==> config.mk <==
export PLATFORM = sky130hd
export DESIGN_NAME = tdm_demux
export DESIGN_NICKNAME = d
export VERILOG_FILES = /design/src/rtl/tdm_pkg.sv /design/src/rtl/tdm_sync_fsm.sv /design/src/rtl/tdm_demux.sv
export SDC_FILE = /design/constraint.sdc
export NUM_CORES = 1
export LEC_CHECK = 0
export BUFFER_PORTS_ARGS = -buffer_cell sky130_fd_sc_hd__buf_2
export CORE_AREA = 10 10 70 72
export DETAILED_ROUTE_END_ITERATION = 16
export DIE_AREA = 0 0 80 82
export GPL_ROUTABILITY_DRIVEN = 0
export GPL_TIMING_DRIVEN = 0
export SLEW_MARGIN = 20
export SYNTH_ARGS = -nofsm -noshare
export SYNTH_HDL_FRONTEND = slang
export SYNTH_SLANG_ARGS = --single-unit
==> constraint.sdc <==
create_clock -name clk -period 5.35 [get_ports clk]
set_input_delay 0.2675 -clock clk [delete_from_list [all_inputs] [get_ports clk]]
set_output_delay 0.2675 -clock clk [all_outputs]
set_load 0.005 [all_outputs]
==> src/rtl/tdm_pkg.sv <==
// Shared definitions for the 4:1 TDM demultiplexer: framing states, slot type, per-beat command.
// Latency: n/a (types, constants and a pure helper function only).
// Backpressure: n/a; the demux has no ready signal and in_valid alone gates every beat.
package tdm_pkg;

   // Number of time slots carried by one frame.
   localparam int SLOTS = 4;

   typedef logic [1:0] slot_t;

   localparam slot_t FIRST_SLOT = 2'd0;
   localparam slot_t LAST_SLOT  = slot_t'(SLOTS - 1);

   // Framing state: hunting for frame_sync, or locked onto the frame boundary.
   typedef enum logic {
      HUNT   = 1'b0,
      LOCKED = 1'b1
   } sync_state_t;

   // What the datapath does with the beat currently on in_data.
   //   store : write in_data into shadow register idx
   //   done  : beat completes a frame; publish shadows plus in_data
   typedef struct packed {
      logic  store;
      slot_t idx;
      logic  done;
   } beat_cmd_t;

   // Slot that follows s within a frame.
   function automatic slot_t next_slot(input slot_t s);
      return (s == LAST_SLOT) ? FIRST_SLOT : slot_t'(s + slot_t'(1));
   endfunction

endpackage

==> src/rtl/tdm_sync_fsm.sv <==
// Frame alignment FSM: tracks the expected slot, counts missing frame_sync marks, flags violations.
// Latency: slot/locked/sync_err registered on the sampling edge; the beat command is same-cycle decode.
// Backpressure: none; state advances only on in_valid beats and holds otherwise.
module tdm_sync_fsm
   import tdm_pkg::*;
#(
   parameter int MISS_LIMIT = 2
) (
   input  logic      clk,
   input  logic      rst_n,
   input  logic      in_valid,
   input  logic      frame_sync,
   output beat_cmd_t cmd,
   output slot_t     slot,
   output logic      locked,
   output logic      sync_err
);

   // Counter only ever holds values below MISS_LIMIT before lock is dropped.
   localparam int MW = (MISS_LIMIT < 2) ? 1 : $clog2(MISS_LIMIT + 1);
   localparam logic [MW-1:0] MISS_MAX = MW'(MISS_LIMIT);

   sync_state_t   state;
   logic [MW-1:0] miss_cnt;
   logic [MW-1:0] miss_inc;
   logic          miss_hit;

   assign miss_inc = miss_cnt + MW'(1);
   assign miss_hit = (miss_inc >= MISS_MAX);

   // Decode what the datapath must do with the beat being sampled this cycle.
   always_comb begin
      cmd = '0;
      if (in_valid) begin
         if (state == HUNT) begin
            // Only a marked beat starts a frame; everything else is dropped.
            if (frame_sync) begin
               cmd.store = 1'b1;
               cmd.idx   = FIRST_SLOT;
            end
         end else if (frame_sync) begin
            // A mark always re-anchors the frame, abandoning any partial one.
            cmd.store = 1'b1;
            cmd.idx   = FIRST_SLOT;
         end else if (slot == FIRST_SLOT) begin
            // Missing mark: keep the word unless this miss costs us lock.
            if (!miss_hit) begin
               cmd.store = 1'b1;
               cmd.idx   = FIRST_SLOT;
            end
         end else if (slot == LAST_SLOT) begin
            cmd.done = 1'b1;
         end else begin
            cmd.store = 1'b1;
            cmd.idx   = slot;
         end
      end
   end

   // Framing state, expected slot, miss counter and registered status outputs.
   always_ff @(posedge clk or negedge rst_n) begin
      if (!rst_n) begin
         state    <= HUNT;
         slot     <= FIRST_SLOT;
         miss_cnt <= '0;
         locked   <= 1'b0;
         sync_err <= 1'b0;
      end else begin
         sync_err <= 1'b0;
         if (in_valid) begin
            if (state == HUNT) begin
               if (frame_sync) begin
                  state    <= LOCKED;
                  locked   <= 1'b1;
                  slot     <= next_slot(FIRST_SLOT);
                  miss_cnt <= '0;
               end
            end else if (frame_sync) begin
               // Mark where one was not expected is a framing violation.
               sync_err <= (slot != FIRST_SLOT);
               slot     <= next_slot(FIRST_SLOT);
               miss_cnt <= '0;
            end else if (slot == FIRST_SLOT) begin
               sync_err <= 1'b1;
               if (miss_hit) begin
                  state    <= HUNT;
                  locked   <= 1'b0;
                  slot     <= FIRST_SLOT;
                  miss_cnt <= '0;
               end else begin
                  miss_cnt <= miss_inc;
                  slot     <= next_slot(FIRST_SLOT);
               end
            end else begin
               slot <= next_slot(slot);
            end
         end
      end
   end

endmodule

==> src/rtl/tdm_demux.sv <==
// 4:1 TDM demultiplexer: collects slot words into shadows and publishes whole frames on out0..out3.
// Latency: outputs, out_valid and frame_cnt update on the same edge that samples the slot-3 beat.
// Backpressure: none; in_valid low freezes all state and forces out_valid low.
module tdm_demux
   import tdm_pkg::*;
#(
   parameter int WIDTH      = 2,
   parameter int MISS_LIMIT = 2
) (
   input  logic             clk,
   input  logic             rst_n,
   input  logic             in_valid,
   input  logic [WIDTH-1:0] in_data,
   input  logic             frame_sync,
   output logic [WIDTH-1:0] out0,
   output logic [WIDTH-1:0] out1,
   output logic [WIDTH-1:0] out2,
   output logic [WIDTH-1:0] out3,
   output logic             out_valid,
   output logic [1:0]       slot,
   output logic             locked,
   output logic             sync_err,
   output logic [7:0]       frame_cnt
);

   beat_cmd_t        cmd;
   slot_t            cur_slot;
   logic [WIDTH-1:0] shadow0;
   logic [WIDTH-1:0] shadow1;
   logic [WIDTH-1:0] shadow2;

   tdm_sync_fsm #(
      .MISS_LIMIT (MISS_LIMIT)
   ) u_sync (
      .clk        (clk),
      .rst_n      (rst_n),
      .in_valid   (in_valid),
      .frame_sync (frame_sync),
      .cmd        (cmd),
      .slot       (cur_slot),
      .locked     (locked),
      .sync_err   (sync_err)
   );

   assign slot = cur_slot;

   // Capture slot 0..2 words; slot 3 goes straight to out3 so needs no shadow.
   always_ff @(posedge clk or negedge rst_n) begin
      if (!rst_n) begin
         shadow0 <= '0;
         shadow1 <= '0;
         shadow2 <= '0;
      end else if (cmd.store) begin
         case (cmd.idx)
            2'd0:    shadow0 <= in_data;
            2'd1:    shadow1 <= in_data;
            2'd2:    shadow2 <= in_data;
            default: ;
         endcase
      end
   end

   // Publish a complete frame atomically, pulse out_valid and count it.
   always_ff @(posedge clk or negedge rst_n) begin
      if (!rst_n) begin
         out0      <= '0;
         out1      <= '0;
         out2      <= '0;
         out3      <= '0;
         out_valid <= 1'b0;
         frame_cnt <= '0;
      end else begin
         out_valid <= 1'b0;
         if (cmd.done) begin
            out0      <= shadow0;
            out1      <= shadow1;
            out2      <= shadow2;
            out3      <= in_data;
            out_valid <= 1'b1;
            frame_cnt <= frame_cnt + 8'd1;
         end
      end
   end

endmodule

==> results of run 1 <==
## kinds of logic (layout without fill, tap and decap cells)
| family | Yosys count | count (layout) | synth area share, % |
|---|---|---|---|
| compound gates | 9 | 9 | 4.81 |
| xor+xnor | 7 | 7 | 4.44 |
| fa+ha+maj | 7 | 7 | 6.35 |
| buf+inv | 14 | 48 | 4.08 |
| flops | 30 | 30 | 54.4 |
| mux | 7 | 7 | 6.53 |
| simple gates | 57 | 57 | 19.4 |
## registers in the layout, summed over array words and instances (netlist names)
signal           cells
u_sync.slot          2
out2                 2
shadow1              2
u_sync.state         1
u_sync.miss_cnt      2
out_valid            1
out0                 2
u_sync.locked        1
out1                 2
shadow2              2
out3                 2
shadow0              2
frame_cnt            8
u_sync.sync_err      1
## path summary, 6_finish.rpt
path,start,to,depth (start not counted)
max reg2reg,u_sync.slot[0],shadow0[1],5
max in group asynchronous,rst_n,shadow0[1],2
min,in_data[1],out3[1],3
min reg2reg,shadow2[1],out2[1],2
max,u_sync.slot[0],shadow0[1],5
min in group asynchronous,rst_n,frame_cnt[6],2
## per-stage QoR
step,instances,utilization [%],power (mW),hold WS [ns],setup WS [ns]
floorplan,131,-,0.533,-0.0281,3.49
global placement,204,43.7,0.623,0.324,3.43
detailed placement,204,43.7,0.637,0.343,3.39
CTS,213,45.7,0.780,0.175,3.37
global route,213,45.7,0.838,0.174,3.26
finish,213,45.7,0.766,0.179,3.38
## cell type report
cell class              count  area share, %
plain buffers               5           1.38
clock buffers               7           3.37
clock inverters             1          0.306
inverters                   9           2.07
multi-input cells          87           35.0
flip-flops and latches     30           45.9
well taps                  48           3.67
repair buffers             26           8.26
## critical path, cell delays in order, from the launching register on
cell and delay [ns]:
dfrtp_1 0.47, inv_1 0.10, ha_1 0.27, mux2_4 0.34
o41a_1 0.37, mux2_4 0.31
## layout by cell type (no fill, tap or decap), drive strengths merged, types with 2 or more instances in the layout
master  Yosys  layout
nand2      34      34
dfrtp      30      30
buf         3      28
inv         9       9
clkbuf      2       9
ha          7       7
mux2        7       7
nor3        5       5
nand3       4       4
xnor2       4       4
nand2b      3       3
nor2        3       3
xor2        3       3
nor4        3       3
o21ai       2       2
a21oi       2       2
## power groups by stage
stage	Sequential, mW	Clock (mW)	Combinational, mW
final	0.359	0.142	0.265
after global routing	0.373	0.158	0.306
after CTS	0.361	0.146	0.273
after detailed placement	0.366	0	0.272
after global placement	0.359	0	0.264
after floorplan	0.361	0	0.172
## per-layer routing
| layer | global-route usage (%) | wire [um] |
|---|---|---|
| met5 | 0 | 0 |
| met1 | 8.96 | 1110 |
| met3 | 4.48 | 174 |
| met2 | 16.3 | 1420 |
| met4 | 5.81 | 69 |
==> reports/results.txt, run 1 <==
status = finished clean
drc violations = 0
Synth Net Count = 144
minimum clock period = 1.97 ns
Root Driver = clkbuf_4
layout cells sized above 1 = 26.7%
Ys Warns = 0
relative slew slack = 56.7%
setup TNS = 0 ns
synth top area cells = dfrtp_1, nand2_1, ha_1
Comb power frac = 34.6%
Post-Syn Instances = 131
Reg area = 751 um2
register share of total power = 46.9%
first-pass GRT wire length = 4770 um
Resized cells post-CTS = 0
overall routed net length = 2770 um
Mapped Area = 1380 um2
RSZ-0062 raised after global routing = false
H-tree depth = 2
Iter 0 DRT Violations = 53
Setup Skew = 0.0105 ns
Wirelength per Cell = 13.0 um
period utilisation layout = 36.9%
sequential area share after synthesis = 54.4%
Max Transition Viols Final = 0
pin count of the biggest net entering global routing = 31
I/O Buffers = 25
Mapped Avg Cell Area = 10.5 um2
vias in the first global route = 1071
top cell type by total area after synthesis = dfrtp_1
Core Rows = 22
Final Net Count = 177
Post-synth top cells = nand2_1, dfrtp_1, inv_1
area of the multi-input gates = 573 um2
gr usage total = 9.43%
synthesis-stage register bit count = 30
Die Ht = 82 um
worst slew pin tran = 0.650 ns
max-cap violations = 0
dpl cell area = 1570 um2
ys async rst share = 100%
peak supply drop = 0.184 mV
Initial Utilization = 38.6%
worst skew pair latency = 0.33 ns
pwr dens = 468 nW/um2
placed wire-length estimate = 2120 um
Die X = 80 um
hold_buf cts = 1
vias per cell = 4.70
die area = 6560 um2
Ports = 27
final instance area = 1640 um2
post-route ant nets = 0
drt first pass iters = 4
Synth Flop Type = dfrtp_1
initial antenna violation count = 0
CP arrival = 2.18 ns
Clock transition at path regs = 0.10 ns
Max Fclk = 507 MHz
hold crit path type = input pin to register
worst-path fanout max = 7
Worst Path Required = 5.56 ns
Leak = 0.856 nW
crit path kind = register to register
post-CTS setup buffers = 0
CTS sink count = 30
clock power share = 18.5%
Post-synth EDFFs = 0
Num CTS Buffers = 5
share of the synthesized area in the top cell type = 54.4%
P_int = 502 uW
P&R area growth vs syn = 18.5%
final setup fails = 0
P_sw = 264 uW
top-count cell post-synth = nand2_1
CTS max path bufs = 2
Via Count = 1002
grt total ovfl = 0
r2r setup slk = 3.38 ns
core box area = 3580 um2
CP Launch Type = register
sw frac = 34.4%
Hold Vio Cnt, Final = 0
antenna diode count = 0
synth unique cells = 28
Crit. End Element = register
# fillers = 365
CTS tree = built
No activity file was read; power rests on OpenSTA's default activity.
==> run 2: changes to the inputs <==
==> constraint.sdc (replaced) <==
create_clock -name clk -period 2.05 [get_ports clk]
set_input_delay 0.1025 -clock clk [delete_from_list [all_inputs] [get_ports clk]]
set_output_delay 0.1025 -clock clk [all_outputs]
set_load 0.005 [all_outputs]
==> reports/results.txt, run 2 (synthesized netlist as in run 1, its figures left out) <==
worst skew pair latency = 0.33 ns (about the same)
Crit. End Element = register (unchanged)
leading cell type in the layout, fill and taps excluded = nand2_1 (unchanged)
Core Rows = 22 (unchanged)
placed wire-length estimate = 2120 um (unchanged)
post-route ant nets = 0 (unchanged)
core box area = 3580 um2 (unchanged)
die area = 6560 um2 (unchanged)
minimum clock period = 1.93 ns (was 1.97 ns)
pwr dens = 1220 nW/um2 (was 468 nW/um2)
Root Driver = clkbuf_4 (unchanged)
relative slew slack = 56.7% (about the same)
power consumption = 2.01 mW (was 766 uW)
antenna diode count = 0 (unchanged)
setup TNS = 0 ns (unchanged)
worst slew pin tran = 0.650 ns (about the same)
Clock transition at path regs = 0.10 ns (about the same)
CTS max path bufs = 2 (unchanged)
overall routed net length = 2770 um (about the same)
CP Launch Type = register (unchanged)
max-cap violations = 0 (unchanged)
Max Fclk = 519 MHz (was 507 MHz)
initial antenna violation count = 0 (unchanged)
drt first pass iters = 4 (unchanged)
P&R area growth vs syn = 18.8% (was 18.5%)
post-place setup slack = 0.0885 ns (was 3.39 ns)
I/O Buffers = 25 (unchanged)
Hold Vio Cnt, Final = 0 (unchanged)
final worst setup slack = 0.124 ns (was 3.38 ns)
peak supply drop = 0.480 mV (was 0.184 mV)
grt total ovfl = 0 (unchanged)
first-pass GRT wire length = 4770 um (unchanged)
crit path kind = register to register (unchanged)
period utilisation layout = 93.9% (was 36.9%)
most frequent cells in the layout = nand2_1, dfrtp_1, buf_2 (unchanged)
Final Net Count = 177 (unchanged)
final instance area = 1640 um2 (about the same)
gr usage total = 9.43% (unchanged)
max reg flops = 8 (unchanged)
Initial Utilization = 38.6% (unchanged)
H-tree depth = 2 (unchanged)
Die Ht = 82 um (unchanged)
pin count of the biggest net entering global routing = 31 (unchanged)
Iter 0 DRT Violations = 54 (was 53)
status = finished clean (unchanged)
RSZ-0062 raised after global routing = false (unchanged)
drc violations = 0 (unchanged)
Max Transition Viols Final = 0 (unchanged)
post-CTS setup buffers = 0 (unchanged)
Num CTS Buffers = 5 (unchanged)
vias in the first global route = 1071 (unchanged)
Setup Skew = 0.0105 ns (unchanged)
Worst Path Required = 2.26 ns (was 5.56 ns)
CP arrival = 2.14 ns (was 2.18 ns)
Inst Count DP = 204 (unchanged)
dpl cell area = 1570 um2 (unchanged)
Biggest register = frame_cnt (unchanged)
CTS tree = built (unchanged)
Via Count = 1004 (was 1002)
layout cells sized above 1 = 27.9% (was 26.7%)
vias per cell = 4.71 (was 4.70)
CTS sink count = 30 (unchanged)
Leak = 0.854 nW (was 0.856 nW)
Ports = 27 (unchanged)
final setup fails = 0 (unchanged)
Wirelength per Cell = 13.0 um (about the same)
Die X = 80 um (unchanged)
hold crit path type = input pin to register (unchanged)
worst-path fanout max = 5 (was 7)
filler-free cell count of the finished design = 213 (unchanged)
## run 2: per-stage QoR
step | util [%] | hold WS (ns)
after floorplan | - | -0.193
after global placement | 43.7 | 0.159
after detailed placement | 43.7 | 0.178
after CTS | 45.7 | 0.0102
after global routing | 45.8 | 0.00948
final | 45.8 | 0.0138
## run 2: metal layers
layer / share of wire [%] / global-route usage [%] / vias up
met5: 0 / 0 / -
met4: 2.5 / 5.81 / 0
met3: 6.3 / 4.48 / 5
met2: 51 / 16.3 / 18
met1: 40 / 8.96 / 484
li1: - / - / 497
## run 2: final timing paths
path                           startpoint        endpoint  slack, ns  depth (start not counted)
setup / recovery           u_sync.slot[1]      shadow0[1]       0.12                          5
hold / removal                 in_data[1]         out3[1]       0.01                          3
setup reg to reg           u_sync.slot[1]      shadow0[1]       0.12                          5
hold reg to reg                shadow2[1]         out2[1]       0.47                          2
max in group asynchronous           rst_n  u_sync.slot[0]       1.27                          2
min in group asynchronous           rst_n    frame_cnt[6]       0.32                          2
## run 2: repair_timing
item                                    in CTS  in global routing
hold buffers                                 1                  0
resized for setup                            0                  2
endpoints found under the setup margin       0                  6
hold endpoints to repair                    30                  0
## run 2: final cells by class
cell class / count / area (um2)
repair buffers: 26 / 135
multi-input cells: 87 / 576
inverters: 9 / 33.8
fillers: 362 / 1940
well taps: 48 / 60.1
clock buffers: 7 / 55.1
clock inverters: 1 / 5.00
flip-flops and latches: 30 / 752
plain buffers: 5 / 22.5
## run 2: critical path, stage by stage (launching register included)
cell and delay, ns:
dfrtp_1 0.43, inv_1 0.13, ha_2 0.24, mux2_4 0.33
o41a_1 0.37, mux2_4 0.31
## run 2: where the power goes
group | internal [mW] | leakage, nW | total (mW) | switching [mW]
clock network | 0.166 | 0.0353 | 0.370 | 0.204
registers | 0.799 | 0.379 | 0.940 | 0.142
logic | 0.351 | 0.440 | 0.695 | 0.344
total | 1.32 | 0.854 | 2.01 | 0.689
==> run 3: changes to the inputs <==
--- a/config.mk
+++ b/config.mk
@@ -7,6 +7,7 @@
 export LEC_CHECK = 0
 export BUFFER_PORTS_ARGS = -buffer_cell sky130_fd_sc_hd__buf_2
 export CORE_AREA = 10 10 70 72
+export CTS_BUF_LIST = sky130_fd_sc_hd__clkbuf_16
 export DETAILED_ROUTE_END_ITERATION = 16
 export DIE_AREA = 0 0 80 82
 export GPL_ROUTABILITY_DRIVEN = 0
==> reports/results.txt, run 3 (synthesized netlist as in run 1, its figures left out) <==
status = finished clean (unchanged)
Inst Count DP = 204 (unchanged)
area of the multi-input gates = 584 um2 (was 576 um2)
layout cells sized above 1 = 27.3% (was 27.9%)
post-CTS setup buffers = 0 (unchanged)
cells on worst reg2reg path = 5 (unchanged)
first-pass GRT wire length = 4840 um (was 4770 um)
drc violations = 0 (unchanged)
# fillers = 352 (was 362)
minimum clock period = 1.95 ns (was 1.93 ns)
pin count of the biggest net entering global routing = 31 (unchanged)
CTS sink count = 30 (unchanged)
max reg flops = 8 (unchanged)
Setup Skew = 0.00522 ns (was 0.0105 ns)
worst slew pin tran = 0.652 ns (was 0.650 ns)
Reg-to-Reg End = shadow0[1] (unchanged)
Ports = 27 (unchanged)
H-tree depth = 2 (unchanged)
RSZ-0062 raised after global routing = false (unchanged)
min-delay src = in_data[1] (unchanged)
Final Net Count = 177 (unchanged)
drt first pass iters = 4 (unchanged)
Die X = 80 um (unchanged)
hold crit path type = input pin to register (unchanged)
max-cap violations = 0 (unchanged)
Max Transition Viols Final = 0 (unchanged)
Num CTS Buffers = 5 (unchanged)
pwr dens = 1350 nW/um2 (was 1220 nW/um2)
Via Count = 1010 (was 1004)
setup TNS = 0 ns (unchanged)
crit path kind = register to register (unchanged)
Die Ht = 82 um (unchanged)
peak supply drop = 0.450 mV (was 0.480 mV)
Worst R2R Start = u_sync.slot[0] (was u_sync.slot[1])
r2r setup slk = 0.10 ns (was 0.12 ns)
Crit. End Element = register (unchanged)
Hold EP = out3[1] (unchanged)
Worst Path Required = 2.20 ns (was 2.26 ns)
vias in the first global route = 1087 (was 1071)
period utilisation layout = 94.9% (was 93.9%)
vias per cell = 4.74 (was 4.71)
Clock transition at path regs = 0.05 ns (was 0.10 ns)
placed wire-length estimate = 2120 um (unchanged)
overall routed net length = 2870 um (was 2770 um)
gr usage total = 9.70% (was 9.43%)
hold path cells = 3 (unchanged)
worst-path fanout max = 7 (was 5)
die area = 6560 um2 (unchanged)
Biggest register = frame_cnt (unchanged)
power consumption = 2.34 mW (was 2.01 mW)
CP Launch Type = register (unchanged)
final setup fails = 0 (unchanged)
CTS max path bufs = 2 (unchanged)
antenna diode count = 0 (unchanged)
post-route ant nets = 0 (unchanged)
P&R area growth vs syn = 25.0% (was 18.8%)
grt total ovfl = 0 (unchanged)
Reg area = 752 um2 (unchanged)
CTS tree = built (unchanged)
Core Rows = 22 (unchanged)
Initial Utilization = 38.6% (unchanged)
Hold Vio Cnt, Final = 0 (unchanged)
CP arrival = 2.10 ns (was 2.14 ns)
relative slew slack = 56.6% (was 56.7%)
core box area = 3580 um2 (unchanged)
Wirelength per Cell = 13.5 um (was 13.0 um)
leading cell type in the layout, fill and taps excluded = nand2_1 (unchanged)
worst skew pair latency = 0.27 ns (was 0.33 ns)
Max Fclk = 514 MHz (was 519 MHz)
most frequent cells in the layout = nand2_1, dfrtp_1, buf_2 (unchanged)
I/O Buffers = 25 (unchanged)
filler-free cell count of the finished design = 213 (unchanged)
Iter 0 DRT Violations = 57 (was 54)
initial antenna violation count = 0 (unchanged)
Leak = 0.892 nW (was 0.854 nW)
Root Driver = clkbuf_16 (was clkbuf_4)
[run 3: area by class of cell]
| cell class | count | share of cell area [%] |
|---|---|---|
| buffer | 5 | 1.31 |
| inverter | 9 | 1.96 |
| tap | 48 | 3.48 |
| sequential | 30 | 43.6 |
| clock buffer | 5 | 7.25 |
| clock inverter | 3 | 0.725 |
| timing repair buffer | 26 | 7.83 |
| multi-input combinational | 87 | 33.9 |
[run 3: per-stage QoR]
stage	hold slack [ns]	utilization (%)	worst slack [ns]	instance area, um2
detailed placement	0.178	43.7	0.0885	1570
global route	0.0939	48.2	0.0329	1730
global placement	0.159	43.7	0.127	1570
CTS	0.0734	47.9	0.0500	1710
finish	0.0747	48.2	0.104	1730
floorplan	-0.193	-	0.193	1380
[run 3: worst max-delay path by stage]
stage,to,cells after the start,slack (ns),start
floorplan,shadow0[0],5,0.19,u_sync.slot[0]
global placement,shadow2[0],5,0.13,u_sync.slot[0]
detailed placement,shadow2[0],5,0.09,u_sync.slot[0]
CTS,shadow2[0],5,0.05,u_sync.slot[0]
global route,shadow0[1],5,0.03,u_sync.slot[0]
finish,shadow0[1],5,0.10,u_sync.slot[0]
[run 3: repair_timing]
| action | CTS | global route |
|---|---|---|
| endpoints found under the setup margin | 0 | 6 |
| endpoints found under the hold margin | 30 | 0 |
| hold buffers | 1 | 0 |
| gates resized for setup | 0 | 3 |
[run 3: where the power goes]
group,leakage (nW),switching [mW],internal (mW),total (mW)
sequential,0.379,0.144,0.802,0.946
combinational,0.441,0.358,0.353,0.711
clock,0.0724,0.244,0.437,0.681
[run 3: layer usage]
metal | up-vias | part of all wire, % | GRT usage [%]
met5 | - | 0 | 0
met4 | 0 | 3.2 | 7.39
met3 | 6 | 6.7 | 4.26
met2 | 20 | 51 | 16.8
met1 | 486 | 39 | 8.90
li1 | 498 | - | -
[run 3: worst max-delay path, cell delays in order (launching register included)]
cell	delay [ns]
dfrtp_2	0.45
inv_1	0.11
ha_2	0.23
mux2_4	0.34
o41a_1	0.38
mux2_4	0.31
